[src/rtl/register_window_controller.sv]
// Current-window-pointer sequencer for a 16-entry circular register-window file.
// Spills/fills windows to a memory stack; define WIN_STATS_EN for spill/fill counters.
module register_window_controller #(
  parameter int unsigned WIN_REGS  = 8,
  parameter int unsigned MAX_SPILL = 32,
  parameter int unsigned MEM_AW    = 8
) (
  input  logic              clk,
  input  logic              reset,
  input  logic              call_req,
  input  logic              ret_req,
  output logic              busy,
  output logic [3:0]        sr_value,
  output logic              xfer_active,
  output logic [3:0]        xfer_laddr,
  output logic              rf_fill_we,
  output logic              mem_req,
  output logic              mem_we,
  output logic [MEM_AW-1:0] mem_addr,
  input  logic              mem_ack,
  output logic [1:0]        err
`ifdef WIN_STATS_EN
  ,
  output logic [15:0]       spill_cnt,
  output logic [15:0]       fill_cnt
`endif
);

  localparam int unsigned IDX_W   = $clog2(WIN_REGS);
  localparam int unsigned PTR_W   = $clog2(MAX_SPILL);
  localparam int unsigned DEPTH_W = PTR_W + 1;
  localparam int unsigned RES_W   = 5;

  typedef enum logic [1:0] {IDLE, SPILL, FILL} state_e;

  state_e             state_q, state_d;
  logic [3:0]         cwp_q, cwp_d;
  logic [RES_W-1:0]   res_cnt_q, res_cnt_d;
  logic [DEPTH_W-1:0] depth_q, depth_d;
  logic [IDX_W-1:0]   idx_q, idx_d;
  logic [1:0]         err_q, err_d;
  logic               start_xfer;
  logic               last_beat;
  logic [PTR_W-1:0]   slot;

  always_ff @(posedge clk) begin
    if (reset) begin
      state_q   <= IDLE;
      cwp_q     <= '0;
      res_cnt_q <= RES_W'(1);
      depth_q   <= '0;
      idx_q     <= '0;
      err_q     <= '0;
    end else begin
      state_q   <= state_d;
      cwp_q     <= cwp_d;
      res_cnt_q <= res_cnt_d;
      depth_q   <= depth_d;
      idx_q     <= idx_d;
      err_q     <= err_d;
    end
  end

  assign last_beat = (idx_q == IDX_W'(WIN_REGS - 1));

  always_comb begin
    state_d    = state_q;
    cwp_d      = cwp_q;
    res_cnt_d  = res_cnt_q;
    depth_d    = depth_q;
    idx_d      = idx_q;
    err_d      = err_q;
    start_xfer = 1'b0;
    case (state_q)
      IDLE: begin
        if (call_req && ret_req) begin
          err_d = 2'b11;
        end else if (call_req) begin
          if (res_cnt_q != RES_W'(16)) begin
            cwp_d     = cwp_q + 4'd1;
            res_cnt_d = res_cnt_q + RES_W'(1);
          end else if (depth_q != DEPTH_W'(MAX_SPILL)) begin
            state_d    = SPILL;
            start_xfer = 1'b1;
          end else begin
            err_d = err_q | 2'b01;
          end
        end else if (ret_req) begin
          if (res_cnt_q != RES_W'(1)) begin
            cwp_d     = cwp_q - 4'd1;
            res_cnt_d = res_cnt_q - RES_W'(1);
          end else if (depth_q != '0) begin
            state_d    = FILL;
            start_xfer = 1'b1;
          end else begin
            err_d = err_q | 2'b10;
          end
        end
      end
      SPILL: begin
        if (mem_ack) begin
          idx_d = idx_q + IDX_W'(1);
          if (last_beat) begin
            idx_d   = '0;
            depth_d = depth_q + DEPTH_W'(1);
            cwp_d   = cwp_q + 4'd1;
            state_d = IDLE;
          end
        end
      end
      FILL: begin
        if (mem_ack) begin
          idx_d = idx_q + IDX_W'(1);
          if (last_beat) begin
            idx_d   = '0;
            depth_d = depth_q - DEPTH_W'(1);
            cwp_d   = cwp_q - 4'd1;
            state_d = IDLE;
          end
        end
      end
      default: state_d = IDLE;
    endcase
  end

  // Transfer outputs: spill targets the oldest window (cwp+1), fill restores cwp-1
  always_comb begin
    busy        = 1'b0;
    sr_value    = cwp_q;
    xfer_active = 1'b0;
    mem_req     = 1'b0;
    mem_we      = 1'b0;
    rf_fill_we  = 1'b0;
    slot        = '0;
    case (state_q)
      IDLE: busy = start_xfer;
      SPILL: begin
        busy        = 1'b1;
        sr_value    = cwp_q + 4'd1;
        xfer_active = 1'b1;
        mem_req     = 1'b1;
        mem_we      = 1'b1;
        slot        = depth_q[PTR_W-1:0];
      end
      FILL: begin
        busy        = 1'b1;
        sr_value    = cwp_q - 4'd1;
        xfer_active = 1'b1;
        mem_req     = 1'b1;
        rf_fill_we  = mem_ack;
        slot        = PTR_W'(depth_q - DEPTH_W'(1));
      end
      default: busy = 1'b0;
    endcase
  end

  assign mem_addr   = MEM_AW'({slot, idx_q});
  assign xfer_laddr = 4'(idx_q);
  assign err        = err_q;

`ifdef WIN_STATS_EN
  logic        spill_done, fill_done;
  logic [15:0] spill_cnt_q, fill_cnt_q;

  assign spill_done = (state_q == SPILL) && mem_ack && last_beat;
  assign fill_done  = (state_q == FILL) && mem_ack && last_beat;

  // Saturating completion counters
  always_ff @(posedge clk) begin
    if (reset) begin
      spill_cnt_q <= '0;
      fill_cnt_q  <= '0;
    end else begin
      if (spill_done && (spill_cnt_q != 16'hFFFF)) spill_cnt_q <= spill_cnt_q + 16'd1;
      if (fill_done && (fill_cnt_q != 16'hFFFF))   fill_cnt_q  <= fill_cnt_q + 16'd1;
    end
  end

  assign spill_cnt = spill_cnt_q;
  assign fill_cnt  = fill_cnt_q;
`endif

endmodule
[config.mk]
export PLATFORM = sky130hd
export DESIGN_NAME = register_window_controller
export DESIGN_NICKNAME = d
export VERILOG_FILES = /design/src/rtl/register_window_controller.sv
export SDC_FILE = /design/constraint.sdc
export NUM_CORES = 1
export LEC_CHECK = 0
export BUFFER_PORTS_ARGS = -buffer_cell sky130_fd_sc_hd__buf_2
export CAP_MARGIN = 20
export CORE_MARGIN = 3
export CORE_UTILIZATION = 54
export CTS_BUF_LIST = sky130_fd_sc_hd__clkbuf_8
export CTS_CLUSTER_SIZE = 8
export DETAILED_ROUTE_END_ITERATION = 10
export GPL_ROUTABILITY_DRIVEN = 0
export GPL_TIMING_DRIVEN = 1
export PLACE_DENSITY = 0.83
export SYNTH_ARGS = -nofsm -noshare
export SYNTH_HDL_FRONTEND = slang
export SYNTH_SLANG_ARGS = --single-unit
[constraint.sdc]
create_clock -name clk -period 2.5 [get_ports clk]
set_input_delay 0.25 -clock clk [delete_from_list [all_inputs] [get_ports clk]]
set_output_delay 0.25 -clock clk [all_outputs]
set_load 0.01 [all_outputs]
Word-level counts from Yosys, hierarchy flattened
Cells that the tools add are included.
{"block": "totals", "reg_bits": 22, "in_bits": 5, "word_cells": 108}
{"block": "op_classes", "n_addsub": 7, "eq_ne": 26, "n_mux": 50, "bitwise": 1, "reduce_logical": 17}
{"operator": "4-bit 2-to-1 mux", "n": 9}
{"operator": "2-bit 2-to-1 mux", "n": 14}
{"operator": "6-bit 2-to-1 mux", "n": 4}
{"operator": "3-bit != test (second input constant)", "n": 7}
{"operator": "5-bit 2-to-1 mux", "n": 4}
{"operator": "2-bit != test (second input constant)", "n": 9}
{"operator": "5-bit AND reduction", "n": 3}
{"operator": "1-bit 2-to-1 mux", "n": 12}
{"operator": "4-bit case mux with 3 select lines", "n": 1}
{"operator": "6-bit case mux with 2 select lines", "n": 1}
{"operator": "5-bit case mux with 2 select lines", "n": 1}
{"operator": "2-bit nonzero test", "n": 5}
{"operator": "9-bit AND reduction", "n": 1}
{"operator": "2-bit by 1-bit != test with 1-bit output (second input constant)", "n": 4}
{"operator": "4-bit case mux with 2 select lines", "n": 1}
{"operator": "8-bit AND reduction", "n": 1}
{"operator": "6-bit by 1-bit adder with 6-bit output (second input constant)", "n": 1}
{"operator": "6-bit != test (second input constant)", "n": 1}
{"operator": "6-bit nonzero test", "n": 1}
{"operator": "6-bit by 1-bit subtractor with 6-bit output (second input constant)", "n": 1}
{"operator": "5-bit by 1-bit adder with 5-bit output (second input constant)", "n": 1}
{"operator": "5-bit by 1-bit != test with 1-bit output (second input constant)", "n": 1}
{"operator": "5-bit != test (second input constant)", "n": 1}
{"operator": "5-bit by 1-bit subtractor with 5-bit output (second input constant)", "n": 1}
{"operator": "16 further kinds", "n": 16}

Longest topological paths before layout
Gate-level depths: netlist of run 1.
{"block": "logic_depth", "ltp_word": 7, "mapped_depth": 9}

Worst setup path before layout of run 1
Ideal clock, no wire load.
{"block": "synth_timing", "path_kind": "register to output", "start": "reg depth_q[0]", "end": "out busy", "t_arrival_ps": 1858, "required_time_ps": 2250, "setup_slack_ps": 392, "stages_incl_launch_ff": 7, "n_path_buf": 0, "path_cell_list": "dfxtp_1 > inv_1 > ha_1 > nor4b_2 > a2111oi_4 > or3b_1 > a21oi_1"}
{"block": "synth_via", "elab_chain_cells": 7, "elab_cells_between_ends": 10}
{"item": "start, declared", "line": "39", "source": "logic [DEPTH_W-1:0] depth_q, depth_d;"}
{"item": "start signal, assigned", "line": "58", "source": "depth_q <= depth_d;"}
{"item": "6-bit nonzero test", "line": "92", "source": "end else if (depth_q != '0) begin"}
{"item": "1-bit 2-to-1 mux", "line": "92"}
{"item": "1-bit 2-to-1 mux", "line": "89", "source": "if (res_cnt_q != RES_W'(1)) begin"}
{"item": "1-bit 2-to-1 mux", "line": "88", "source": "end else if (ret_req) begin"}
{"item": "1-bit 2-to-1 mux *", "line": "78", "source": "end else if (call_req) begin"}
{"item": "1-bit 2-to-1 mux *", "line": "76", "source": "if (call_req && ret_req) begin"}
{"item": "1-bit case mux with 2 select lines *", "line": "135", "source": "case (state_q)"}
{"item": "end, declared", "line": "12", "source": "output logic busy,"}
Mark *: on every way between the ends. The rest lies on a longest branch, timed or not.

Worst setup path in the final report of run 1
Same ends and word-level chain as after synthesis.

==> results of run 1 <==
worst max path at each step:
stage                     cells after the start  slack [ns]        from  endpoint
final                                         7        0.11  depth_q[0]      busy
after global routing                          7       0.003  depth_q[0]      busy
after CTS                                     7        0.05  depth_q[0]      busy
after detailed placement                      7        0.19  depth_q[0]      busy
after global placement                        7        0.24  depth_q[0]      busy
after floorplan                               6        0.39  depth_q[0]      busy
power by group:
part,total [uW],internal (uW),switching (uW)
logic,219,103,116
clock network,259,141,118
registers,407,370,36.4
total,884,614,270
metal layers:
layer	routed length [um]	vias to the layer above
met3	114	5
met4	61	0
li1	-	852
met2	1796	27
met5	0	-
met1	1807	758
cell usage in the layout (no fill, tap or decap), types with 2 or more instances in the layout:
cell	count
sky130_fd_sc_hd__ha_1	15
sky130_fd_sc_hd__buf_4	3
sky130_fd_sc_hd__nand2b_1	4
sky130_fd_sc_hd__clkbuf_8	4
sky130_fd_sc_hd__a31oi_1	6
sky130_fd_sc_hd__a21o_1	2
sky130_fd_sc_hd__or4_1	2
sky130_fd_sc_hd__a21oi_1	13
sky130_fd_sc_hd__o211ai_1	2
sky130_fd_sc_hd__o21ai_1	3
sky130_fd_sc_hd__nand4_1	2
sky130_fd_sc_hd__nand2_1	21
sky130_fd_sc_hd__xor2_1	6
sky130_fd_sc_hd__or3b_1	3
sky130_fd_sc_hd__dfxtp_1	20
sky130_fd_sc_hd__and3_1	2
sky130_fd_sc_hd__xnor2_1	4
sky130_fd_sc_hd__and2_1	3
sky130_fd_sc_hd__nor3_1	8
sky130_fd_sc_hd__nand4b_1	3
sky130_fd_sc_hd__nor4b_1	2
sky130_fd_sc_hd__nor2_1	20
sky130_fd_sc_hd__inv_1	14
sky130_fd_sc_hd__nor4_1	4
sky130_fd_sc_hd__buf_2	26
sky130_fd_sc_hd__a311oi_1	2
sky130_fd_sc_hd__a22oi_1	2
sky130_fd_sc_hd__o21ai_0	13
sky130_fd_sc_hd__dfxtp_4	2
sky130_fd_sc_hd__nand3_1	3
sky130_fd_sc_hd__mux2i_1	4
critical path, stage by stage (launching register included):
cell,delay (ns)
sky130_fd_sc_hd__dfxtp_4,0.39
sky130_fd_sc_hd__inv_1,0.08
sky130_fd_sc_hd__ha_1,0.20
sky130_fd_sc_hd__nor4b_2,0.18
sky130_fd_sc_hd__a2111oi_4,0.38
sky130_fd_sc_hd__or3b_1,0.39
sky130_fd_sc_hd__a21oi_2,0.12
sky130_fd_sc_hd__buf_2,0.14
cells by family (layout without fill, tap and decap cells):
family,Yosys count,count (layout),synth area share
AO/OA/AOI/OAI,60,60,0.2275
XOR/XNOR,10,10,0.04781
adder cells (fa/ha/maj),15,15,0.1025
buffers and inverters,35,47,0.09631
flip-flops,22,22,0.2404
multiplexers,5,5,0.02801
other,1,1,0.002047
AND/OR/NAND/NOR,86,86,0.2555
layout make-up:
type	instances	area (um^2)	share of cell area
well taps	44	55.05	0.02778
inverters	14	52.55	0.02652
flip-flops and latches	22	447.9	0.2260
repair buffers	29	152.6	0.07702
clock buffers	4	55.05	0.02778
multi-input cells	177	1219	0.6149
per-stage QoR:
step                power, uW  hold slack [ns]  setup slack, ns  area [um^2]
floorplan               589.1           0.3543           0.3919         1832
global placement        630.6           0.4657           0.2447         1908
detailed placement      635.0           0.4599           0.1945         1908
CTS                     899.0           0.2762          0.04788         1966
global route            940.4           0.3011         0.003299         1982
finish                  884.1           0.2884           0.1139         1982
flip-flops by register name, indices dropped and copies added (netlist names):
signal / flops
cwp_q: 4
err: 2
idx_q: 3
depth_q: 6
res_cnt_q: 5
state_q: 2
timing repair:
| item | in CTS | in global routing |
|---|---|---|
| buffers inserted | 0 | 1 |
| setup endpoints to repair | 1 | 1 |
| gates resized for setup | 2 | 3 |
| pin swaps | 1 | 1 |
==> results.md, run 1 <==
- Buffers inserted to repair hold after CTS numbered 0.
- After the last flow step, the layout net total stands at roughly 270.
- Dividing total power by cell area gives a power density of about 450 nW/um^2.
- The run finished with clean final reports.
- The first global-routing pass estimated around 6500 um of wire.
- The clock passes through at most 2 buffers.
- The synthesized design spends more area on one cell type than any other, namely sky130_fd_sc_hd__dfxtp_1.
- The number of enable-type register cells in the synthesized netlist is 0.
- The clock-pin slew on the worst setup and hold paths is 0.08 ns.
- The number of antenna repair diodes is 0.
- In the final routed layout, each cell accounts on average for 13.03 um.
- In the synthesized netlist the dominant register cell turns out to be sky130_fd_sc_hd__dfxtp_1.
- The fraction of the core area covered by cells at the end of the flow is 0.6286.
- The max-slew violation count was 0.
- Setup repair after global routing left no endpoint under its margin.
- The synthesized area is 1832 um^2.
- The share of the Yosys chip area taken by registers is 0.2404.
- The proportion of layout cells with a drive suffix above 1 is 0.1789.
- The time the worst path needs with I/O delays and setup is 2.386 ns.
- The synthesized design contains 22 register bits.
- The path with the worst hold slack has its endpoint at idx_q[2].
- The area growth from synthesis to layout is 8.197%.
- The worst register-to-register path begins at state_q[1].
- The setup slack of the most critical reg-to-reg path is 0.44 ns.
- The total via count after detailed routing is ~1600.
- The post-route clock period utilization is 0.9544.
- In this run the worst hold path is classified as input port to flop.
- In the routed design, unresolved DRC markers number 0.
- The final hold violation count came to 0.
- The placed instance count is about 290.
- The endpoint kind of the worst setup timing path is a primary output.
- For met1 alone, demand over resource in global routing was 0.2441.
- The filler cells instantiated in the layout total 287.
- In this run the most critical hold path is launched from mem_ack.
- After synthesis, the netlist uses 59 different library cells.
- The first TritonRoute pass finished after 4 iterations.
- STA puts the critical path data required time at around 2.3 ns.
- From left edge to right edge, the die measures 64.24 um.
- 28 I/O pins were placed.
- A synthesized cell averages 7.828 um^2.
- The detailed router finished its first iteration with 117 violations.
- The clock latency at the later pin of the worst-skew pair is 0.27 ns.
- Max-cap violations in this run came to 0.
- The startpoint class of the critical path is a flop.
- The final count of negative-setup-slack endpoints is 0.
- The warning count from the yosys run is 0.
- The floorplan has 20 rows.
- The area enclosed by the die boundary is 4127 um^2.
- The met3 routing resource usage after global routing is 0.02109.
- The total congestion overflow is 0.
- The highest net fanout along the worst path is 8.
- For this run, asynchronously set or reset flops after synthesis account for 0.
- STA puts the critical path data arrival time at 2.14 ns.
- The final sum of negative setup slack is 0 ns.
- The commonest cells after synthesis are sky130_fd_sc_hd__dfxtp_1 (22), sky130_fd_sc_hd__nand2_1 (21), sky130_fd_sc_hd__nor2_1 (20).
- The post-synthesis net count is roughly 250.
- The number of buffers inserted by port buffering is 26.
- The cell depth of the worst flop-to-flop path is 7.
- The via count of the first global-routing pass is 1489.
- Dividing the detail-routed via count by the number of cells gives 5.662.
- The worst register-to-register path ends at cwp_q[0].
- The synthesized instance count is about 230.
- The analysis attributes to cell leakage a power of 0.0007999 uW.
- The floorplan step defined a core boundary enclosing 3153 um^2.
- The total routing resource utilization after global routing is 0.1938.
- For this run, the top clock speed supported by timing is 419.1 MHz.
- The clock net sink count is 22.
- The initial antenna violation count is 0.
- The leading cell type by number of instances after synthesis is sky130_fd_sc_hd__dfxtp_1.
- CTS built an H-tree with a depth of 1.
- The largest voltage drop on the vdd net is 0.2679 mV.
- Counting the buffers created by CTS gives 3.
- Along the worst hold path, the cell count comes to 3.
- For this run, global-route usage on met2 was measured as 0.3286.
- Of the post-synthesis cell area, the dominant cell type holds 0.2404.
- The pin count of the biggest net entering global routing is 24.
- The buffer cell driving the clock tree root is sky130_fd_sc_hd__clkbuf_8.
- The final cell count without fillers is 290.
- Summed over all nets, the half-perimeter wirelength after detailed placement is 2718 um.
- The worst setup skew after layout is 0.005286 ns.
- Ranked by total cell area, the synthesized netlist is headed by sky130_fd_sc_hd__dfxtp_1 (24%), sky130_fd_sc_hd__ha_1 (10%), sky130_fd_sc_hd__nand2_1 (4.3%).
- The global routing stage identified its most utilized layer as met2.
- The kind of critical path is flop to primary output.
- From bottom edge to top edge, the die measures ~64 um.
- The post-route antenna net violation count is 0.
- TritonCTS built the clock tree.
- The initial utilization of the core area, before any placement, comes to 0.5810.
- The detailed-route wire length is approximately 3800 um.
(Power assumes the default switching activity.)
==> inputs of run 2 (changes only) <==
- CORE_ASPECT_RATIO: not set -> 0.6
==> results.md, run 2 (synthesis results as in run 1) <==
- The half-perimeter wire length after detailed placement is 2995 um (was 2718 um).
- The placement-stage worst setup slack is 0.1798 ns (was 0.1945 ns).
- The internal power is 688.5 uW (was 613.7 uW).
- The number of violations of the max-capacitance limit is 0 (unchanged).
- The die width is 81.19 um (was 64.24 um).
- The post-route cell area is 1999 um^2 (was 1982 um^2).
- The post-route antenna net violation count was 0 (unchanged).
- The initial antenna violation count is 0 (unchanged).
- The core area is 3040 um^2 (was 3153 um^2).
- The share of total power in the clock network came to 0.352 (was 0.293).
- The switching power as a share of total power is 0.2981 (was 0.3058).
- The static power due to leakage is 0.0008123 uW (was 0.0007999 uW).
- The initial detailed-routing violation count is 177 (was 117).
- The ratio of total power to cell area is 490.6 nW/um^2 (was 446.1 nW/um^2).
- The detailed-route wire length is 4264 um (was 3780 um).
- The number of placed I/O pins is 28 (unchanged).
- The total via count after detailed routing is 1743 (was 1642).
- The proportion of layout cells with a drive suffix above 1 was 0.1781 (was 0.1789).
- The clock net sink count is 22 (unchanged).
- The kind of critical path is flop to primary output (unchanged).
- The total congestion overflow is 0 (unchanged).
- The post-route clock period utilization is 0.9657 (was 0.9544).
- The clock-pin slew on the worst setup and hold paths is 0.08 ns (about the same).
- The first-pass GRT wire length was 7514 um (was 6486 um).
- The DRC violations left is 0 (unchanged).
- The number of fill cells in the layout is 266 (was 287).
- The final sum of negative setup slack is 0 ns (unchanged).
- The number of antenna repair diodes is 0 (unchanged).
- The buffer cell driving the clock tree root is sky130_fd_sc_hd__clkbuf_8 (unchanged).
- The proportion of power drawn by combinational gates is 0.232 (was 0.248).
- The CTS tree is built (unchanged).
- The number of H-tree branching levels is 1 (unchanged).
- The number of buffers inserted by port buffering is 26 (unchanged).
- The number of buffers added to fix hold violations after cts is 0 (unchanged).
- The hold-critical path depth is 3 (unchanged).
- The synthesis-to-finish area growth is 9.153% (was 8.197%).
- The class of the tightest hold or removal check is input port to flop (unchanged).
- The switching power came to 292.4 uW (was 270.4 uW).
- The first-pass detailed-route iteration total came to 5 (was 4).
- The average wire per standard cell was 14.75 um (was 13.03 um).
- The maximum clock path buffer count is 2 (unchanged).
- Registers with the most flip-flops: depth_q x6, res_cnt_q x5, cwp_q x4 (unchanged).
- The fraction of the core area covered by cells at the end of the flow came to 0.6576 (was 0.6286).
- The average vias per placed instance is 6.031 (was 5.662).
- The time the worst path needs with I/O delays and setup is 2.414 ns (was 2.386 ns).
- The register with the highest flop count is depth_q (unchanged).
- The pin count of the biggest net entering global routing is 24 (unchanged).
- The total placed instance area is 1913 um^2 (was 1908 um^2).
- The highest net fanout along the worst path is 8 (unchanged).
- The cell depth of the worst flop-to-flop path was 7 (unchanged).
- The final hold violation count was 0 (unchanged).
- The number of nets in the layout was 268 (was 267).
- The max-slew violation count was 0 (unchanged).
- The startpoint class of the critical path is a flop (unchanged).
- The number of rows created at floorplan is 15 (was 20).
- The area enclosed by the die boundary is 4150 um^2 (was 4127 um^2).
- The via count of the first global-routing pass is 1586 (was 1489).
- The flip-flop count of the largest register, all copies and words added came to 6 (unchanged).
- The total routing resource utilization after global routing came to 0.2364 (was 0.1938).
- The endpoint kind of the worst setup timing path is a primary output (unchanged).
- Highest-count cells in the layout ignoring fill and taps: sky130_fd_sc_hd__buf_2 (26), sky130_fd_sc_hd__nand2_1 (21), sky130_fd_sc_hd__nor2_1 (20), sky130_fd_sc_hd__dfxtp_1 (20), sky130_fd_sc_hd__ha_1 (15) (unchanged).
- The power after layout was 980.8 uW (was 884.1 uW).
- RSZ-0062 raised after global routing: no (unchanged).
- The effective utilization at floorplan was 0.6025 (was 0.5810).
- The vertical die dimension is 51.12 um (was 64.24 um).
- The data required time of the critical path is 2.25 ns (about the same).
- The clock latency at the later pin of the worst-skew pair is 0.28 ns (was 0.27 ns).
- The data arrival time of the critical path is 2.16 ns (was 2.14 ns).
- Status: finished clean (unchanged).
- The largest voltage drop on the vdd net came to 0.2342 mV (was 0.2679 mV).
- The maximum frequency from static timing analysis came to 414.2 MHz (was 419.1 MHz).
- The number of buffers created by CTS was 3 (unchanged).
- The relative contribution of sequential cells to total power is 0.416 (was 0.460).
- The post-layout worst setup margin is 0.08584 ns (was 0.1139 ns).
- The worst setup skew after layout is 0.004483 ns (was 0.005286 ns).
- The leading cell type in the layout, fill and taps excluded is sky130_fd_sc_hd__buf_2 (unchanged).
- The final count of negative-setup-slack endpoints is 0 (unchanged).
## run 2: per-stage QoR
stage | instances | hold WS [ns]
finish | 289 | 0.2746
global placement | 284 | 0.4550
global route | 289 | 0.2990
floorplan | 234 | 0.3543
CTS | 289 | 0.2653
detailed placement | 284 | 0.4638
## run 2: worst max-delay path: stages (launching register included)
cell and delay, ns:
sky130_fd_sc_hd__dfxtp_4 0.39, sky130_fd_sc_hd__inv_1 0.08, sky130_fd_sc_hd__ha_1 0.21, sky130_fd_sc_hd__nor4b_2 0.18, sky130_fd_sc_hd__a2111oi_4 0.33, sky130_fd_sc_hd__or3b_1 0.39, sky130_fd_sc_hd__a21oi_1 0.15, sky130_fd_sc_hd__buf_2 0.15
## run 2: area by class of cell
| class | count | area, um^2 | share of cell area |
|---|---|---|---|
| inverters | 14 | 52.55 | 0.02628 |
| clock buffers | 3 | 41.29 | 0.02065 |
| multi-input cells | 177 | 1215 | 0.6076 |
| clock inverters | 1 | 30.03 | 0.01502 |
| well taps | 42 | 52.55 | 0.02628 |
| repair buffers | 30 | 160.2 | 0.08010 |
| flip-flops and latches | 22 | 447.9 | 0.2240 |
## run 2: repair_timing
action / CTS / global route
resized for setup: 2 / 2
buffers inserted: 1 / 0
endpoints found under the hold margin: 0 / 0
setup endpoints to repair: 1 / 1
pin swaps: 1 / 0
cloned: 0 / 0
## run 2: layer usage
metal | up-vias | track usage | routed length [um]
li1 | 856 | - | -
met1 | 798 | 0.3501 | 2128
met2 | 84 | 0.3324 | 1736
met3 | 5 | 0.04930 | 367
met4 | 0 | 0.08427 | 31
met5 | - | 0 | 0
## run 2: power by group through the flow
stage	logic [uW]	registers [uW]	clock network [uW]
finish	227	408	345
CTS	225	409	353
detailed placement	223	417	0
floorplan	188	402	0
global route	256	414	370
global placement	217	416	0
## run 2: worst paths after layout
kind,startpoint,to,slack [ns]
worst max-delay path,depth_q[0],busy,0.09
worst min-delay path,mem_ack,idx_q[2],0.27
worst max register to register,state_q[1],cwp_q[0],0.50
worst min register to register,err[1],err[1],0.48
==> inputs of run 3 (changes only) <==
- CAP_MARGIN: 20 -> 0
- PLACE_DENSITY: 0.83 -> 0.76
==> results.md, run 3 (synthesis results as in run 1) <==
- The total congestion overflow is 0 (unchanged).
- The die width is 81.19 um (unchanged).
- The proportion of layout cells with a drive suffix above 1 is 0.1912 (was 0.1781).
- The worst setup skew after layout is 0.004045 ns (was 0.004483 ns).
- The number of antenna repair diodes is 0 (unchanged).
- The core area is 3040 um^2 (unchanged).
- The endpoint kind of the worst setup timing path is a primary output (unchanged).
- Status: finished clean (unchanged).
- The half-perimeter wire length after detailed placement was 3098 um (was 2995 um).
- The average wire per standard cell is 14.59 um (was 14.75 um).
- The proportion of power drawn by combinational gates is 0.233 (was 0.232).
- The effective utilization at floorplan is 0.6025 (unchanged).
- The family with the most delay on the worst path was simple AND/OR/NAND/NOR gates (unchanged).
- The cell with the largest stage delay on the worst path is sky130_fd_sc_hd__or3b_1 (was sky130_fd_sc_hd__dfxtp_4).
- The internal power is 689.4 uW (was 688.5 uW).
- The maximum clock path buffer count came to 2 (unchanged).
- The final cell count without fillers is 293 (was 289).
- The startpoint class of the critical path was a flop (unchanged).
- The initial antenna violation count was 0 (unchanged).
- The sum of met2 wire segment lengths after detailed routing was 1721 um (was 1736 um).
- The placed instance count is 285 (was 284).
- The post-route antenna net violation count is 0 (unchanged).
- The flip-flop count of the largest register, all copies and words added is 6 (unchanged).
- The share of total power in the clock network came to 0.347 (was 0.352).
- The average vias per placed instance is 5.823 (was 6.031).
- The number of nets in the layout came to 272 (was 268).
- The clock latency at the later pin of the worst-skew pair is 0.27 ns (was 0.28 ns).
- The routed wire length on met3 was 347 um (was 367 um).
- The fraction of the core area covered by cells at the end of the flow is 0.6667 (was 0.6576).
- The time the worst path needs with I/O delays and setup was 2.366 ns (was 2.414 ns).
- The clock net sink count is 22 (unchanged).
- The number of H-tree branching levels is 1 (unchanged).
- The data arrival time of the critical path is 2.12 ns (was 2.16 ns).
- The highest net fanout along the worst path was 4 (was 8).
- Crit-path cells: inv_1 -> ha_1 -> nor4b_2 -> a2111oi_4 -> or3b_1 -> a21oi_1 -> buf_2 (unchanged).
- The clock-pin slew on the worst setup and hold paths is 0.08 ns (about the same).
- The final count of negative-setup-slack endpoints is 0 (unchanged).
- The DRC violations left was 0 (unchanged).
- The kind of critical path is flop to primary output (unchanged).
- The final hold violation count is 0 (unchanged).
- The area enclosed by the die boundary is 4150 um^2 (unchanged).
- The total routing resource utilization after global routing is 0.2299 (was 0.2364).
- The switching power is 284.8 uW (was 292.4 uW).
- The first-pass GRT wire length is 7493 um (was 7514 um).
- The detailed-route wire length is 4275 um (was 4264 um).
- The combined buffer and inverter count along the critical path came to 2 (unchanged).
- RSZ-0062 raised after global routing: no (unchanged).
- The final sum of negative setup slack is 0 ns (unchanged).
- The switching power as a share of total power was 0.2923 (was 0.2981).
- The register with the highest flop count was depth_q (unchanged).
- The maximum frequency from static timing analysis is 422.7 MHz (was 414.2 MHz).
- The number of rows created at floorplan is 15 (unchanged).
- The largest voltage drop on the vdd net is 0.2918 mV (was 0.2342 mV).
- The initial detailed-routing violation count is 131 (was 177).
- The via count of the first global-routing pass is 1562 (was 1586).
- At the pin with the least slew margin, the transition time is 0.5119 ns.
- Registers with the most flip-flops: depth_q x6, res_cnt_q x5, cwp_q x4 (unchanged).
- Highest-count cells in the layout ignoring fill and taps: sky130_fd_sc_hd__buf_2 (26), sky130_fd_sc_hd__nand2_1 (21), sky130_fd_sc_hd__nor2_1 (20), sky130_fd_sc_hd__dfxtp_1 (20), sky130_fd_sc_hd__ha_1 (15) (unchanged).
- The static power due to leakage was 0.0008339 uW (was 0.0008123 uW).
- The total via count after detailed routing came to 1706 (was 1743).
- The relative contribution of sequential cells to total power was 0.420 (was 0.416).
- The first-pass detailed-route iteration total was 5 (unchanged).
- The class of the tightest hold or removal check is input port to flop (unchanged).
- The leading cell type in the layout, fill and taps excluded was sky130_fd_sc_hd__buf_2 (unchanged).
- The pin count of the biggest net entering global routing is 24 (unchanged).
- The number of buffers inserted by port buffering was 26 (unchanged).
- The highest signal layer in the routed design was met4 (unchanged).
- The number of placed I/O pins is 28 (unchanged).
- The ratio of total power to cell area is 480.6 nW/um^2 (was 490.6 nW/um^2).
- The max-slew violation count was 0 (unchanged).
- The stage delay of the slowest cell on the critical path is 0.39 ns (about the same).
- The number of violations of the max-capacitance limit is 0 (unchanged).
- The data required time of the critical path came to 2.25 ns (about the same).
- The post-route clock period utilization was 0.9463 (was 0.9657).
- The buffer cell driving the clock tree root was sky130_fd_sc_hd__clkbuf_8 (unchanged).
- The CTS tree is built (unchanged).
- The number of buffers created by CTS is 3 (unchanged).
- The worst pin sits at a relative slew slack of 0.6575.
- The total routed wire length on the met1 layer is 2191 um (was 2128 um).
- The vertical die dimension came to 51.12 um (unchanged).
- The synthesis-to-finish area growth is 10.66% (was 9.153%).
-- run 3: cell count changes in the layout (fill, tap and decap cells not counted) --
cell	before	now
sky130_fd_sc_hd__dfxtp_4	2	1
sky130_fd_sc_hd__dfxtp_2	0	1
sky130_fd_sc_hd__buf_4	4	8
-- run 3: final timing paths --
path / slack (ns) / to / cells after the start / start
setup / recovery: 0.13 / busy / 7 / depth_q[1]
hold / removal: 0.29 / idx_q[2] / 3 / mem_ack
setup reg to reg: 0.48 / cwp_q[0] / 7 / state_q[1]
hold reg to reg: 0.48 / err[1] / 2 / err[1]
-- run 3: worst register-to-register path, stage by stage (launching register included) --
cell                       delay, ns
sky130_fd_sc_hd__dfxtp_1        0.37
sky130_fd_sc_hd__inv_1          0.09
sky130_fd_sc_hd__ha_1           0.25
sky130_fd_sc_hd__or2_1          0.25
sky130_fd_sc_hd__a221oi_1       0.29
sky130_fd_sc_hd__nand2_1        0.26
sky130_fd_sc_hd__a211o_1        0.34
sky130_fd_sc_hd__a21oi_1        0.11
-- run 3: area by class of cell --
cell class	count	area (um^2)
inverter	14	52.55
sequential	22	445.4
multi-input combinational	177	1215
clock buffer	3	41.29
tap	42	52.55
clock inverter	1	30.03
timing repair buffer	34	190.2
fill	268	1013
-- run 3: through the flow --
| step | setup slack, ns | power (uW) | hold WS, ns | instance area (um^2) |
|---|---|---|---|---|
| 3_5_place_dp | 0.2448 | 639.7 | 0.4599 | 1921 |
| 6_report | 0.1344 | 974.2 | 0.2853 | 2027 |
| 3_3_place_gp | 0.2725 | 637.1 | 0.4617 | 1921 |
| 2_1_floorplan | 0.3919 | 589.1 | 0.3543 | 1832 |
| 4_1_cts | 0.01272 | 978.9 | 0.2752 | 1993 |
| 5_1_grt | 0.01721 | 1030 | 0.3047 | 2027 |
-- run 3: power by group through the flow --
stage	clock, uW	combinational, uW	sequential, uW
floorplan	0	188	402
global placement	0	221	416
detailed placement	0	223	417
CTS	345	225	409
global route	360	255	415
finish	338	227	409
-- run 3: timing repair --
action | CTS | global route
gates resized for setup | 1 | 2
pin swaps | 0 | 1
gates cloned | 0 | 0
endpoints found under the setup margin | 1 | 1
buffers inserted | 0 | 4
hold buffers | 0 | 0
-- run 3: per-layer routing --
layer | track usage | vias up
met3 | 0.04930 | 2
met1 | 0.3478 | 781
li1 | - | 859
met4 | 0.03933 | 0
met5 | 0 | -
met2 | 0.3324 | 64
